<file path="config.mk">
export PLATFORM = sky130hd
export DESIGN_NAME = exu_brstat_ctl_flat
export DESIGN_NICKNAME = d
export VERILOG_FILES = /design/src/rtl/exu_brstat_ctl_if.sv /design/src/rtl/exu_brstat_ctl.sv /design/src/flat_wrapper.sv
export SDC_FILE = /design/constraint.sdc
export NUM_CORES = 1
export LEC_CHECK = 0
export BUFFER_PORTS_ARGS = -buffer_cell sky130_fd_sc_hd__buf_2
export CAP_MARGIN = 20
export CORE_MARGIN = 2
export CORE_UTILIZATION = 60
export DETAILED_ROUTE_END_ITERATION = 10
export GPL_TIMING_DRIVEN = 1
export HOLD_SLACK_MARGIN = 0.1
export PLACE_DENSITY = 0.78
export REMOVE_ABC_BUFFERS = 1
export SLEW_MARGIN = 20
export SYNTH_ARGS = -nofsm -noshare
export SYNTH_HDL_FRONTEND = slang
export SYNTH_SLANG_ARGS = --single-unit
</file>
<file path="constraint.sdc">
create_clock -name clk -period 7.8 [get_ports clk]
set_input_delay 0.78 -clock clk [delete_from_list [all_inputs] [get_ports clk]]
set_output_delay 0.78 -clock clk [all_outputs]
set_load 0.01 [all_outputs]
</file>
<file path="src/rtl/exu_brstat_ctl_if.sv">
// Branch-stat controller port bundle: per-pipe resolve events, clear request, req/ack read port.
// The master drives events and requests; the slave (controller) returns busy, ack, data and sat flags.
interface exu_brstat_ctl_if #(
    parameter int CNT_W   = 32,
    parameter int NUM_CNT = 6
);
    logic               freeze;
    logic               flush;
    logic               i0_valid;
    logic               i0_pred_t;
    logic               i0_pred_nt;
    logic               i0_flush_upper;
    logic               i0_cond_misp;
    logic               i1_valid;
    logic               i1_pred_t;
    logic               i1_pred_nt;
    logic               i1_flush_upper;
    logic               i1_cond_misp;
    logic               clr_req;
    logic               clr_busy;
    logic               rd_req;
    logic [2:0]         rd_idx;
    logic               rd_ack;
    logic [CNT_W-1:0]   rd_data;
    logic [NUM_CNT-1:0] sat;

    modport master (
        output freeze, flush,
        output i0_valid, i0_pred_t, i0_pred_nt, i0_flush_upper, i0_cond_misp,
        output i1_valid, i1_pred_t, i1_pred_nt, i1_flush_upper, i1_cond_misp,
        output clr_req, rd_req, rd_idx,
        input  clr_busy, rd_ack, rd_data, sat
    );

    modport slave (
        input  freeze, flush,
        input  i0_valid, i0_pred_t, i0_pred_nt, i0_flush_upper, i0_cond_misp,
        input  i1_valid, i1_pred_t, i1_pred_nt, i1_flush_upper, i1_cond_misp,
        input  clr_req, rd_req, rd_idx,
        output clr_busy, rd_ack, rd_data, sat
    );
endinterface

</file>
<file path="src/rtl/exu_brstat_ctl.sv">
// Saturating branch-resolution counters for ALU pipes i0/i1 (i1 built only with RV_BRSTAT_I1_EN).
// Counters update every edge; rd_ack one cycle after rd_req is accepted; a clear walk holds off reads.
module exu_brstat_ctl #(
    parameter int CNT_W   = 32,
    parameter int NUM_CNT = 6
) (
    input  logic            clk,
    input  logic            rst_l,
    exu_brstat_ctl_if.slave bus
);

    typedef enum logic [1:0] {IDLE, CLEAR, READ} state_t;

    state_t             state_q, state_d;
    logic [2:0]         ptr_q, ptr_d;
    logic               clr_busy, rd_ack, rd_take;
    logic [CNT_W-1:0]   cnt     [NUM_CNT];
    logic [CNT_W:0]     sum     [NUM_CNT];
    logic [1:0]         inc     [NUM_CNT];
    logic [NUM_CNT-1:0] sat_q;
    logic [CNT_W-1:0]   rd_data_q, rd_sel;
    logic               q0, q1;
    logic               i1_fu, i1_cm, i1_pt, i1_pnt;

    assign q0 = bus.i0_valid & (bus.i0_pred_t | bus.i0_pred_nt) & ~bus.flush & ~bus.freeze;

`ifdef RV_BRSTAT_I1_EN
    // A redirect on the older op squashes the younger one in the same cycle.
    assign q1 = bus.i1_valid & (bus.i1_pred_t | bus.i1_pred_nt) & ~bus.flush & ~bus.freeze
              & ~(q0 & bus.i0_flush_upper);
    assign i1_fu  = bus.i1_flush_upper;
    assign i1_cm  = bus.i1_cond_misp;
    assign i1_pt  = bus.i1_pred_t;
    assign i1_pnt = bus.i1_pred_nt;
`else
    logic unused_i1;
    assign unused_i1 = ^{bus.i1_valid, bus.i1_pred_t, bus.i1_pred_nt,
                         bus.i1_flush_upper, bus.i1_cond_misp};
    assign q1     = 1'b0;
    assign i1_fu  = 1'b0;
    assign i1_cm  = 1'b0;
    assign i1_pt  = 1'b0;
    assign i1_pnt = 1'b0;
`endif

    always_comb begin
        for (int i = 0; i < NUM_CNT; i++) inc[i] = 2'b00;
        inc[0] = 2'(q0) + 2'(q1);
        inc[1] = 2'(q0 & ~bus.i0_flush_upper) + 2'(q1 & ~i1_fu);
        inc[2] = 2'(q0 &  bus.i0_flush_upper) + 2'(q1 &  i1_fu);
        inc[3] = 2'(q0 &  bus.i0_cond_misp)   + 2'(q1 &  i1_cm);
        inc[4] = 2'(q0 &  bus.i0_pred_t)      + 2'(q1 &  i1_pt);
        inc[5] = 2'(q0 &  bus.i0_pred_nt)     + 2'(q1 &  i1_pnt);
        for (int i = 0; i < NUM_CNT; i++) sum[i] = {1'b0, cnt[i]} + (CNT_W+1)'(inc[i]);
    end

    // Unmapped indices fall through to zero.
    always_comb begin
        rd_sel = '0;
        for (int i = 0; i < NUM_CNT; i++) begin
            if (bus.rd_idx == 3'(i)) rd_sel = cnt[i];
        end
    end

    always_comb begin
        state_d  = state_q;
        ptr_d    = ptr_q;
        clr_busy = 1'b0;
        rd_ack   = 1'b0;
        rd_take  = 1'b0;
        case (state_q)
            IDLE: begin
                if (bus.clr_req) begin
                    state_d = CLEAR;
                    ptr_d   = 3'd0;
                end else if (bus.rd_req) begin
                    state_d = READ;
                    rd_take = 1'b1;
                end
            end
            CLEAR: begin
                clr_busy = 1'b1;
                if (ptr_q == 3'(NUM_CNT-1)) begin
                    state_d = IDLE;
                    ptr_d   = 3'd0;
                end else begin
                    ptr_d = ptr_q + 3'd1;
                end
            end
            READ: begin
                rd_ack  = 1'b1;
                state_d = IDLE;
            end
            default: state_d = IDLE;
        endcase
    end

    always_ff @(posedge clk) begin
        if (!rst_l) begin
            state_q   <= IDLE;
            ptr_q     <= 3'd0;
            rd_data_q <= '0;
            sat_q     <= '0;
            for (int i = 0; i < NUM_CNT; i++) cnt[i] <= '0;
        end else begin
            state_q <= state_d;
            ptr_q   <= ptr_d;
            if (rd_take) rd_data_q <= rd_sel;
            for (int i = 0; i < NUM_CNT; i++) begin
                if (state_q == CLEAR && ptr_q == 3'(i)) begin
                    cnt[i]   <= '0;
                    sat_q[i] <= 1'b0;
                end else if (sum[i][CNT_W]) begin
                    cnt[i]   <= '1;
                    sat_q[i] <= 1'b1;
                end else begin
                    cnt[i] <= sum[i][CNT_W-1:0];
                end
            end
        end
    end

    assign bus.clr_busy = clr_busy;
    assign bus.rd_ack   = rd_ack;
    assign bus.rd_data  = rd_data_q;
    assign bus.sat      = sat_q;

endmodule

</file>
<file path="src/flat_wrapper.sv">
// flat-port wrapper written by rule: the top's interface ports become plain ports
module exu_brstat_ctl_flat 
#(
    parameter int CNT_W   = 32,
    parameter int NUM_CNT = 6
)
  (clk, rst_l, bus_freeze, bus_flush, bus_i0_valid, bus_i0_pred_t, bus_i0_pred_nt, bus_i0_flush_upper, bus_i0_cond_misp, bus_i1_valid, bus_i1_pred_t, bus_i1_pred_nt, bus_i1_flush_upper, bus_i1_cond_misp, bus_clr_req, bus_rd_req, bus_rd_idx, bus_clr_busy, bus_rd_ack, bus_rd_data, bus_sat);
  exu_brstat_ctl_if #(.CNT_W(CNT_W), .NUM_CNT(NUM_CNT)) bus_i ();
  input  logic clk;
  input  logic rst_l;
  input wire logic [$bits(bus_i.freeze)-1:0] bus_freeze;
  input wire logic [$bits(bus_i.flush)-1:0] bus_flush;
  input wire logic [$bits(bus_i.i0_valid)-1:0] bus_i0_valid;
  input wire logic [$bits(bus_i.i0_pred_t)-1:0] bus_i0_pred_t;
  input wire logic [$bits(bus_i.i0_pred_nt)-1:0] bus_i0_pred_nt;
  input wire logic [$bits(bus_i.i0_flush_upper)-1:0] bus_i0_flush_upper;
  input wire logic [$bits(bus_i.i0_cond_misp)-1:0] bus_i0_cond_misp;
  input wire logic [$bits(bus_i.i1_valid)-1:0] bus_i1_valid;
  input wire logic [$bits(bus_i.i1_pred_t)-1:0] bus_i1_pred_t;
  input wire logic [$bits(bus_i.i1_pred_nt)-1:0] bus_i1_pred_nt;
  input wire logic [$bits(bus_i.i1_flush_upper)-1:0] bus_i1_flush_upper;
  input wire logic [$bits(bus_i.i1_cond_misp)-1:0] bus_i1_cond_misp;
  input wire logic [$bits(bus_i.clr_req)-1:0] bus_clr_req;
  input wire logic [$bits(bus_i.rd_req)-1:0] bus_rd_req;
  input wire logic [$bits(bus_i.rd_idx)-1:0] bus_rd_idx;
  output wire logic [$bits(bus_i.clr_busy)-1:0] bus_clr_busy;
  output wire logic [$bits(bus_i.rd_ack)-1:0] bus_rd_ack;
  output wire logic [$bits(bus_i.rd_data)-1:0] bus_rd_data;
  output wire logic [$bits(bus_i.sat)-1:0] bus_sat;
  assign bus_i.freeze = bus_freeze;
  assign bus_i.flush = bus_flush;
  assign bus_i.i0_valid = bus_i0_valid;
  assign bus_i.i0_pred_t = bus_i0_pred_t;
  assign bus_i.i0_pred_nt = bus_i0_pred_nt;
  assign bus_i.i0_flush_upper = bus_i0_flush_upper;
  assign bus_i.i0_cond_misp = bus_i0_cond_misp;
  assign bus_i.i1_valid = bus_i1_valid;
  assign bus_i.i1_pred_t = bus_i1_pred_t;
  assign bus_i.i1_pred_nt = bus_i1_pred_nt;
  assign bus_i.i1_flush_upper = bus_i1_flush_upper;
  assign bus_i.i1_cond_misp = bus_i1_cond_misp;
  assign bus_i.clr_req = bus_clr_req;
  assign bus_i.rd_req = bus_rd_req;
  assign bus_i.rd_idx = bus_rd_idx;
  assign bus_clr_busy = bus_i.clr_busy;
  assign bus_rd_ack = bus_i.rd_ack;
  assign bus_rd_data = bus_i.rd_data;
  assign bus_sat = bus_i.sat;
  exu_brstat_ctl #(.CNT_W(CNT_W), .NUM_CNT(NUM_CNT)) u_core (.clk(clk), .rst_l(rst_l), .bus(bus_i));
endmodule
</file>
==> results.md, run 1 <==
- The leakage power total is 0.005541 uW.
- In this run the count of I/O pins placed on the die edge is 59.
- The primary flip-flop cell chosen by synthesis mapping is edfxtp_1.
- The startpoint of the most critical hold path is u_core.bus.sat[4].
- The first detailed-routing pass ran for 6 iterations.
- The clock sink count is 235.
- The global-route usage over all layers is 29.29%.
- The worst pin sits at a relative slew slack of 28.49%.
- From left edge to right edge, the die measures 152.9 um.
- The total standard cell area after synthesis is 0.01331 mm2.
- After filler insertion, the fill cell instance count of the layout stands at 1701.
- The first global-routing pass estimated 55.03 mm of wire.
- The maximum buffer depth of the clock tree is 3.
- Entering global routing, the biggest net connects 34 pins.
- The post-placement cell count is 1799.
- The number of max-capacitance violations reported is 0.
- Setup slack closes at 3.441 ns.
- The average instance in the mapped netlist occupies 9.901 um2.
- The setup path with the least slack is of type in -> reg.
- Of the total synthesized cell area, the portion taken by AND, OR, NAND and NOR gates is 18.82%.
- Once detailed placement completed, the half-perimeter wirelength came to 24.73 mm.
- The placer congestion estimate is 0.9713.
- For this run, the top clock speed supported by timing is 229.4 MHz.
- The cell count after synthesis came out at 1344.
- The initialized floorplan defines 54 standard-cell rows.
- The first routing iteration left 1341 violations.
- During synthesis, Yosys emitted a total of 0 warnings.
- The core region is 0.02182 mm2.
- The kind of end point of the critical path is a flop.
- The cell taking the most area after synthesis is edfxtp_1.
- Across all layers, the routed design uses 11310 vias.
- For this run the aggregate overflow at the end of global routing stands at 0.
- The number of hold violations in the final report was 0.
- After clock tree synthesis, the repair step resized 0 gates.
- Setup repair after global routing left no endpoint under its margin.
- The post-detailed-placement cell area is 0.01448 mm2.
- The final period demand of the worst path is 4.359 ns.
- The sort of element at the start of the critical path is an input port.
- By area the synthesized netlist is led by edfxtp_1 43%, a21oi_1 8.5%, dfxtp_1 6.5%.
- The final routed wire length divided by cell count is 18.87 um.
- The worst path arrival time is 4.72 ns.
- The library cell used most frequently in the layout, excluding fill and tap cells, is a21oi_1.
- The die covers 0.02338 mm2.
- The share of final-layout standard cells stronger than drive strength 1 is 8.360%.
- The top cell types in the final layout, fill and taps aside, are 225 x a21oi_1, 192 x edfxtp_1, 192 x conb_1.
- In this run, distinct cell masters in the synthesized netlist total 59.
- The post-cts hold buffer count is 0.
- The count of buffers added on input and output ports is 53.
- Yosys mapped a number of flops with a built-in enable equal to 192.
- Summing all multi-input logic gate instances after layout gives 0.007067 mm2.
- The area fraction in compound gates after synthesis is 16.74%.
- The count of nets after finishing is 1580.
- From bottom edge to top edge, the die measures 152.9 um.
- After Yosys synthesis, full adders, half adders and majority gates account for 1.222% of the synthesized area.
- The initial antenna violation count is 1.
- The number of non-filler instances in the completed layout is 1848.
- The area growth from synthesis to final layout is 14.79%.
- The total DRC errors in the routed layout is 0.
- The worst min-delay path class is reg -> reg.
- Summing all non-filler instances in the final layout gives an area of 0.01527 mm2.
- The number of vias per cell after detailed routing is 6.121.
- The via count of the first global-routing pass was 10440.
- The share of synthesized registers carrying an async set or reset is 0%.
- The number of setup buffers added after CTS is 0.
- The synthesized netlist devotes 8.886% of its cell area to XOR and XNOR gates.
- The worst-case IR drop observed on VDD is 0.1675 mV.
- CTS built an H-tree with a depth of 1.
- The final-report setup violation count is 0.
- The multiplexer share of the synthesized area is 1.420%.
- In this run the power density over the cells is 190.5 mW/mm2.
- The run finished with clean final reports.
- The sequential cell area is 0.006626 mm2.
- The number of buffers created by CTS is 27.
- The launch point of the critical path is bus_flush.
- The root buffer cell chosen for the clock tree is clkbuf_16.
- The post-synthesis sequential element count is 235.
- In the final timing run, aggregate negative setup slack is 0 ns.
- The pin slew with the least headroom to its limit is 1.070 ns.
- In this run the worst path has a maximum fanout of 28.
- The fraction of post-synthesis cell area in the top cell type by area is 43.33%.
- The clock latency on the worst-skew pair is 0.54 ns.
- The origin of the critical flop-to-flop path is u_core.cnt[0][128].
- The final layout contains routed wiring with a total length of 34.88 mm.
- The share of the yosys chip area belonging to registers is 49.80%.
- For this configuration, the core starts out at a cell density of 60.97%.
- The worst setup slack before clock tree synthesis is 2.967 ns.
- Across the routed clock network, the largest skew measured is 0.01836 ns.
- After synthesis, the largest family of logic cells by area is simple AND/OR/NAND/NOR gates.
- The required time at the endpoint of the critical path is 8.16 ns.
- The number of max-slew violations in the final report is 0.
- TritonCTS built the clock tree.
- The worst path uses 55.88% of the clock period.
- The detail route stage leaves a number of antenna-violating nets equal to 0.
- After clock tree synthesis, the clock-pin slew on the worst setup and hold paths is 0.06 ns.
- The total power consumption of the routed design is 2910 uW.
==> worst max-delay path, cell delays in order <==
cell and delay [ns]:
buf_2 0.10, nor4b_1 0.82, and2_1 0.33, ha_1 0.22, ha_1 0.23, nand4_1 0.23, nor4_2 0.63, and4_1 0.47
nand3_2 0.54, a21oi_1 0.35
==> stage by stage <==
step / utilization (%) / hold slack, ns
after global placement: 66.36 / 0.4298
after global routing: 69.98 / 0.4700
after floorplan: - / 0.4696
after detailed placement: 66.37 / 0.4338
after CTS: 69.91 / 0.4427
final: 69.99 / 0.4394
==> worst paths after layout <==
kind	end	slack [ns]	cells after the start
worst max-delay path	u_core.cnt[0][145]	3.44	10
worst min register to register	u_core.bus.sat[4]	0.44	2
worst min-delay path	u_core.bus.sat[4]	0.44	2
worst max register to register	u_core.cnt[0][145]	4.62	7
==> state kept, by name, indices dropped and copies added, names as in the netlist <==
register            cells
u_core.bus.rd_data     32
u_core.bus.sat          6
u_core.cnt            192
u_core.ptr_q            3
u_core.state_q          2
==> Yosys cell counts (5+ instances only) <==
cell type and number:
a211oi_1 12, a21oi_1 225, a221oi_1 7, a22oi_1 50, a311oi_1 7, a31oi_1 17, and2_1 11, and3_1 40
and4_1 21, clkbuf_1 73, dfxtp_1 43, edfxtp_1 192, ha_1 13, inv_1 26, mux4_2 7, nand2_1 102
nand3_1 82, nand4_1 64, nor2_1 62, nor3_1 32, nor3b_1 9, nor4_1 10, o211ai_1 24, o21ai_0 8
or2_2 5, or3_1 5, xnor2_1 43, xor2_1 92
==> kinds of logic after synthesis <==
group | count (synthesis)
AOI/OAI and AO/OA | 372
xor gates and xnor gates | 135
adders and majority gates | 13
buffers and inverters | 108
DFF | 235
muxes | 10
other | 1
and+or+nand+nor | 470
==> layer usage <==
layer	vias to the layer above	part of all wire (%)	GRT usage, %
met1	5420	42	40.05
met4	0	3.5	9.877
li1	5360	-	-
met5	-	0	0
met3	70	7.6	4.395
met2	462	47	48.28
==> report_power, final <==
part	leakage, uW	switching, uW	internal [uW]
logic	0.00285	151	90.2
registers	0.00231	89.9	1440
clock network	0.000375	496	642
total	0.00554	737	2170
==> area by class of cell <==
| class | instances | area share (%) |
|---|---|---|
| multi-input cells | 1192 | 46.26 |
| flip-flops and latches | 235 | 43.38 |
| clock buffers | 37 | 4.735 |
| repair buffers | 65 | 2.326 |
| well taps | 280 | 2.294 |
| inverters | 27 | 0.6635 |
| clock inverters | 11 | 0.3195 |
| diodes | 1 | 0.01638 |
No activity file was read; power rests on OpenSTA's default activity.
==> inputs of run 2 (changes only) <==
- ABC_AREA: default -> 1
- clock period: 7.8 -> 4.4 ns (I/O delays scaled with it)
==> run 2 against run 1 <==
Compared with the run above: routed wire length is 44% higher; critical endpoint is now u_core.cnt[0][158]; synthesized cell count is 83% higher; hold slack worse by 0.22 ns; cell area is 21% higher; global-route usage is 5.9 points higher; first-iteration DRC count is 40% higher; setup slack worse by 2.1 ns; via count is 46% higher; register-to-register slack worse by 2.9 ns; largest cell class unchanged; sequential power is 80% higher; combinational power is 140% higher; non-clock buffer count is 1 lower.
==> results.md, run 2 <==
- The run finished with clean final reports.
- The cell type of the slowest stage on the worst timing path is nor4_1.
- The initial standard-cell utilization of the core is 61.26%.
- After floorplanning, the core was sized to cover 0.02695 mm2.
- The leading cell type by number of instances after synthesis is nand2_1.
- The netlist uses 35 different library cells.
- The number of max-capacitance violations reported is 0.
- The worst setup path is captured at a flop.
- In the final routing, the length of wire on met1 measures 21.61 mm.
- For this design the ratio of total power to cell area is 295.0 mW/mm2.
- TritonCTS built the clock tree.
- At the end of routability-driven placement, the weighted congestion stood at 1.029.
- The synthesized design spends more area on one cell type than any other, namely edfxtp_1.
- Measured along the y axis, the die boundary spans 169.9 um.
- The routed wire length on met2 is 20.57 mm.
- After clock tree synthesis, the flow added hold-fix buffers numbering 0.
- Setup repair after global routing left no endpoint under its margin.
- Static timing analysis puts the maximum clock frequency at 323.5 MHz.
- The total DRC errors in the routed layout is 0.
- CTS built an H-tree with a depth of 1.
- The final period demand of the worst path is 3.091 ns.
- Clock-pin slew was measured on the worst setup and hold paths at 0.06 ns.
- For this run, asynchronously set or reset flops after synthesis account for 0%.
- The worst min-delay path class is in -> reg.
- The detailed-router iteration count before antenna repair is 6.
- The top cell type by area accounts for 34.92% of the synthesized area.
- The highest layer touched by signal routing is met4.
- At the worst endpoint, the arrival time is 3.48 ns.
- The peak per-stage delay on the critical path is 0.60 ns.
- The clock root buffer is clkbuf_16.
- The maximum buffer depth of the clock tree is 3.
- The mapped netlist covers 0.01651 mm2.
- The library cells used most frequently in the layout, excluding fill and tap cells, are 1019 x nand2_1, 390 x nor2_1, 192 x edfxtp_1, 192 x conb_1, 172 x inv_1.
- The number of antenna diodes in the final layout is 0.
- The met3 wirelength from detailed routing is 5.453 mm.
- In this run, synthesis produced a sequential element count of 235.
- The total negative setup slack is 0 ns.
- The most used flip-flop cell after synthesis is edfxtp_1.
- Summing over every cut layer, the via total after detailed routing is 16470.
- The count of input and output buffers is 53.
- The post-detailed-route count of antenna-violating nets is 0.
- The number of hold violations in the final report was 0.
- The post-route clock period utilization is 70.26%.
- In this run the mean area of a mapped cell was 6.725 um2.
- The global-route usage over all layers is 35.22%.
- The initial antenna violation count came to 0.
- The Yosys step of the flow raised 0 warnings.
- The register with the most flip-flops in the layout has 192 of them.
- The gate count after technology mapping is 2455.
- Clock tree synthesis inserted a total of 27 buffers.
- Buffers added to address setup during post-CTS repair amount to 0.
- The initialized floorplan defines 60 standard-cell rows.
- For this block, the routed nets add up to 50.21 mm of wire.
- For this run, the post-layout net count is 2698.
- The highest ir drop seen on vdd is 0.2986 mV.
- Of the synthesized area, sequential elements account for 40.14%.
- The largest register by flop count is u_core.cnt.
- During I/O placement, the number of pins put on the boundary was 59.
- The number of max-slew violations in the final report is 0.
- The post-route netlist has 5.585% of its cells at a drive strength greater than 1.
- Hold timing on the final database bottoms out at a slack of 0.2212 ns.
- The count of filler cells inserted in the layout is 2432.
- The count of cells resized by post-cts repair is 0.
- The pin slew with the least headroom to its limit is 1.039 ns.
- In the final routed layout, each cell accounts on average for 16.59 um.
- The commonest cells after synthesis are 1019 x nand2_1, 391 x nor2_1, 192 x edfxtp_1, 172 x inv_1, 150 x nand3_1.
- Measured along the x axis, the die boundary spans 169.9 um.
- Global routing finished with a remaining overflow of 0.
- The setup skew after layout is 0.01614 ns.
- Counting flops with a built-in enable in the synthesized netlist gives 192.
- Along the worst path, the maximum fanout reaches 13.
- In this run, the number of DRC markers left after iteration 0 of detailed routing was 1875.
- The required time at the endpoint of the critical path is 4.79 ns.
- The placed wire-length estimate is 38.73 mm.
- Counting every sink on the clock net gives 235.
- At the later pin of the worst-skew pair, clock insertion delay measures 0.55 ns.
- The via count of the first global-routing pass is 15110.
- The first-pass GRT wire length is 78.70 mm.
- Compared with the post-synthesis result, the final layout area differs by 11.57%.
- The die area is 0.02886 mm2.
- The leakage power total is 0.008361 uW.
- The worst setup path is of the in -> reg kind.
- The worst slew margin relative to its limit is 30.67%.
- Ranked by total cell area, the synthesized netlist is headed by edfxtp_1 35%, nand2_1 23%, nor2_1 8.9%.
- The largest net degree at the start of global routing is 60.
- Using the TritonRoute via totals, the vias-per-cell ratio works out to 5.441.
- The final-report setup violation count is 0.
- Walking the worst path, the cells encountered are buf_2 > nor4_1 > inv_1 > buf_4 > nor2_1 > ha_1 > ha_1 > inv_2 > nor2_4 > nand2_2 > nor2_1 > nand4_1 > nand2_1.
- The library cell used most frequently in the layout, excluding fill and tap cells, is nand2_1.
- The sort of element at the start of the critical path is an input port.
-- run 2: changes by cell type in the layout (fill, tap and decap cells not counted), sizes merged, moves of 46 or more --
cell,before,now
a22oi,50,0
nand3,83,153
nand3b,1,66
nand2,102,1027
o21ai,10,56
inv,27,179
nor2,62,412
a21oi,225,107
-- run 2: kinds of logic (layout without fill, tap and decap cells) --
logic type	after synthesis	count (layout)	synth area share [%]
AND/OR/NAND/NOR	1712	1712	43.33
XOR/XNOR	68	68	3.607
flip-flops	235	235	40.14
buffers and inverters	253	293	6.533
adder cells (fa/ha/maj)	13	13	0.9852
other	1	192	0.02271
AO/OA/AOI/OAI	173	173	5.381
-- run 2: critical path, delay by kind of cell --
family	cells	cell delay, ns
buf+inv	4	0.53
simple gates	7	1.94
fa+ha+maj	2	0.56
-- run 2: metrics by stage --
| stage | instance area (um2) | utilization (%) | cells | power [uW] | setup WS [ns] |
|---|---|---|---|---|---|
| 2_1_floorplan | 16820 | - | 2573 | 3095 | 0.4081 |
| 3_3_place_gp | 17610 | 65.33 | 2978 | 3324 | 0.8544 |
| 3_5_place_dp | 17610 | 65.33 | 2978 | 3340 | 0.7854 |
| 4_1_cts | 18420 | 68.33 | 3027 | 5413 | 1.343 |
| 5_1_grt | 18420 | 68.35 | 3027 | 5601 | 0.9968 |
| 6_report | 18420 | 68.35 | 3027 | 5434 | 1.309 |
-- run 2: final cells by class --
class	count	area [um2]	share of cell area [%]
multi-input cells	2158	9534	51.76
flip-flops and latches	235	6626	35.97
clock buffers	36	740.7	4.021
inverters	180	675.6	3.668
well taps	341	426.7	2.316
repair buffers	64	347.8	1.888
clock inverters	13	68.82	0.3736
-- run 2: power by group --
part	switching (uW)	internal, uW
Combinational	396	178
Sequential	196	2560
Clock	929	1180
Total	1520	3910
-- run 2: final timing paths --
path / start / end / slack [ns] / cells past startpoint
hold / removal: bus_clr_req / u_core.state_q[0] / 0.22 / 3
setup reg to reg: u_core.cnt[0][0] / u_core.cnt[0][28] / 1.70 / 11
setup / recovery: bus_flush / u_core.cnt[0][158] / 1.31 / 13
hold reg to reg: u_core.bus.sat[0] / u_core.bus.sat[0] / 0.45 / 2
-- run 2: routing by layer --
layer / track usage (%) / vias to the layer above
met5: 0 / -
met4: 16.02 / 0
met3: 5.744 / 136
met2: 52.37 / 779
met1: 50.65 / 7417
li1: - / 8139
==> inputs of run 3 (changes only) <==
- CORE_UTILIZATION: 60 -> 57
- PLACE_DENSITY: 0.78 -> 0.77
- clock period: 4.4 -> 2.65 ns (I/O delays scaled with it)
==> run 3 against run 2 <==
Compared with the run above: clock power up 120%; sequential cell count unchanged; utilization up 0.49 points; total power grew 86%; count of clock-buffer cells in the layout is 5 higher; cell area is 7.0% higher; final cell count increased by 5.3%; sequential share of layout area is 2.3 points lower; sequential power up 65%; clock skew is 0.0057 ns higher; critical path depth is 3 higher; critical path type unchanged; largest cell class unchanged.
==> results.md, run 3 (same netlist as run 2, synthesis figures left out) <==
- The flow ran to the end, and the final reports show no timing, DRC or antenna violations.
- The startpoint-to-endpoint class of the critical path is in -> reg.
- The die is 174.2 um tall.
- The sort of element at the start of the critical path is an input port.
- The DRC violation total after the first TritonRoute iteration is 2003.
- The net count of the finished layout is 2813.
- The number of placement rows is 62.
- The met1 layer usage reported by global route is 48.77%.
- The required time at the endpoint of the critical path is 2.96 ns.
- The count of nets left with antenna violations once routing finished came out at 0.
- Of the cells placed in the final design, the portion with a size suffix greater than 1 is 9.811%.
- The total global routing overflow is 0.
- The tool flagged a number of max-cap violations equal to 0.
- The launch point of the critical path is bus_flush.
- The signal on the critical path passes through buf_2 > nor4_2 > buf_4 > inv_1 > nor2_1 > ha_1 > ha_1 > nand2_1 > nor2_2 > nand2_2 > nor2_2 > nand2_1 > nand2_1 > nor2_2 > nand2_1 > nand2_1.
- The clock-pin slew of the registers on the worst-case setup and hold paths is 0.06 ns.
- Setup repair after global routing left no endpoint under its margin.
- The via count of the first global-routing pass is 15590.
- Derived from the worst setup path, the maximum achievable clock frequency is 417.1 MHz.
- TritonCTS built the clock tree.
- The worst pin sits at a relative slew slack of 42.49%.
- The final routed wire length divided by cell count is 16.38 um.
- The met2 usage is 52.86%.
- The clock root buffer is clkbuf_16.
- The endpoint identified for the worst register-to-register timing path is u_core.cnt[0][94].
- In the final timing run, aggregate negative setup slack is 0 ns.
- The placed wire-length estimate is 40.62 mm.
- The internal power is 7490 uW.
- The met3 usage in global routing is 4.549%.
- Pin placement for this block handled 59 I/O pins.
- For this block, the routed nets add up to 52.21 mm of wire.
- The cell type of the slowest stage on the worst timing path is nor4_2.
- CTS built an H-tree with a depth of 1.
- The library cells used most frequently in the layout, excluding fill and tap cells, are 1019 x nand2_1, 390 x nor2_1, 192 x edfxtp_1, 192 x conb_1, 172 x inv_1.
- Counting along the longest clock path gives a buffer depth of 3.
- The first-pass GRT wire length is 81.46 mm.
- The post-CTS repair timing setup buffer count is 0.
- The largest fanout of any net on the critical path is 16.
- Routability-driven placement finished with a final weighted congestion of 0.9826.
- The tightest min-delay check is of the in -> reg type.
- The largest register by flop count is u_core.cnt.
- The number of non-filler instances in the completed layout is 3188.
- For the pin with the worst max-slew slack, the measured transition is 0.8560 ns.
- The worst hold path passes through 4 cells.
- The most common cell after layout, fill and taps aside is nand2_1.
- The sequential group share of total power is 45.0%.
- At the later pin of the worst-skew pair, clock insertion delay measures 0.57 ns.
- The initial antenna violation count was 1.
- The number of max-slew violations in the final report is 0.
- The proportion of power drawn by combinational gates is 10.0%.
- Relative to the synthesized area, the layout overhead comes to 19.35%.
- TritonCTS created 28 clock buffers.
- The number of vias per cell after detailed routing is 5.328.
- The post-route clock period utilization is 90.47%.
- Across the VDD grid, the largest voltage drop is 0.6558 mV.
- The number of hold violations in the final report is 0.
- At the worst endpoint, the arrival time is 2.71 ns.
- Counting cells, the worst reg-to-reg path comes to 11.
- The power spent charging and discharging nets is 2638 uW.
- The flop-to-flop setup slack is 0.29 ns.
- The floorplan step defined a die boundary enclosing 0.03034 mm2.
- The die is 174.2 um wide.
- The total power consumption of the routed design is 10130 uW.
- The switching portion of total power is 26.04%.
- The number of vias after detailed routing is 16990.
- The worst register-to-register path begins at u_core.cnt[0][64].
- The power per cell area is 514.0 mW/mm2.
- Setup violations remaining at the end of the flow were counted as 0.
- The most numerous cell type found on the critical path is nand2_1.
- The register with the most flip-flops in the layout has 192 of them.
- The standard cell core area is 0.02863 mm2.
- The critical path ends at u_core.cnt[0][94].
- The layer flagged by global routing as most heavily used is met2.
- After detailed placement, the design holds a cell count of 3133.
- The analysis attributes to cell leakage a power of 0.009088 uW.
- The setup skew after layout is 0.02187 ns.
- The peak per-stage delay on the critical path is 0.35 ns.
- The largest net degree at the start of global routing is 55.
- The global-route usage over all layers is 34.22%.
- The final period demand of the worst path is 2.398 ns.
- The kind of end point of the critical path is a flop.
- The total DRC errors in the routed layout is 0.
- Once the floorplan was initialized, standard cells occupied 57.68% of the core.
- The clock sink count is 235.
- The part of the total power dissipated in the clock network is 45.0%.
- Before antenna repair, the detailed router went through 6 iterations.
- Final hold analysis gives a worst-case slack of 0.2258 ns.
- During placement, the flow inserted port buffers numbering 53.
run 3: changes by cell type in the layout (fill, tap and decap cells not counted), sizes merged, moves of 5 or more:
cell | previous run | this run
buf | 64 | 176
bufinv | 0 | 5
clkbuf | 36 | 41
clkinv | 12 | 5
run 3: power by group through the flow:
stage          clock (uW)  sequential (uW)  combinational, uW
2_1_floorplan           0             4490                648
3_5_place_dp            0             4620                974
3_3_place_gp            0             4610                953
4_1_cts              4600             4540                986
5_1_grt              4720             4570               1140
6_report             4560             4550               1010
run 3: per-stage QoR:
stage	util, %	setup WS (ns)	instance area [um2]
after detailed placement	64.84	-0.3479	18560
after CTS	68.80	0.2321	19700
final	68.83	0.2525	19700
after global routing	68.83	0.06584	19700
after floorplan	-	-1.167	16820
after global placement	64.84	-0.3005	18560
run 3: critical path: cells and delay by family:
family / cells / cell delay [ns]
fa+ha+maj: 2 / 0.45
buf+inv: 3 / 0.36
simple gates: 11 / 1.63
run 3: cell type report:
type / instances / area [um2]
multi-input combinational: 2158 / 9547
fill: 2550 / 8921
sequential: 235 / 6626
timing repair buffer: 178 / 1259
clock buffer: 41 / 928.4
inverter: 180 / 675.6
tap: 384 / 480.5
clock inverter: 11 / 185.2
antenna: 1 / 2.502
run 3: layer usage:
metal  wire length (um)  vias up  share of wire (%)
li1                   -     8362                  -
met1              22530     7766                 43
met2              22480      725                 43
met3               4848      132                9.3
met4               2358        0                4.5
met5                  0        -                  0
run 3: what timing repair did:
item / CTS / global route
hold buffers: 2 / 0
setup endpoints to repair: 0 / 17
hold endpoints to repair: 4 / 0
gates resized for setup: 0 / 1
run 3: worst min-delay path by stage:
stage,start,to,slack [ns]
6_report,rst_l,u_core.bus.sat[0],0.23
5_1_grt,rst_l,u_core.bus.sat[3],0.24
4_1_cts,rst_l,u_core.bus.sat[0],0.21
3_5_place_dp,u_core.bus.sat[0],u_core.bus.sat[0],0.44
3_3_place_gp,u_core.bus.sat[0],u_core.bus.sat[0],0.44
2_1_floorplan,rst_l,u_core.bus.sat[0],0.39
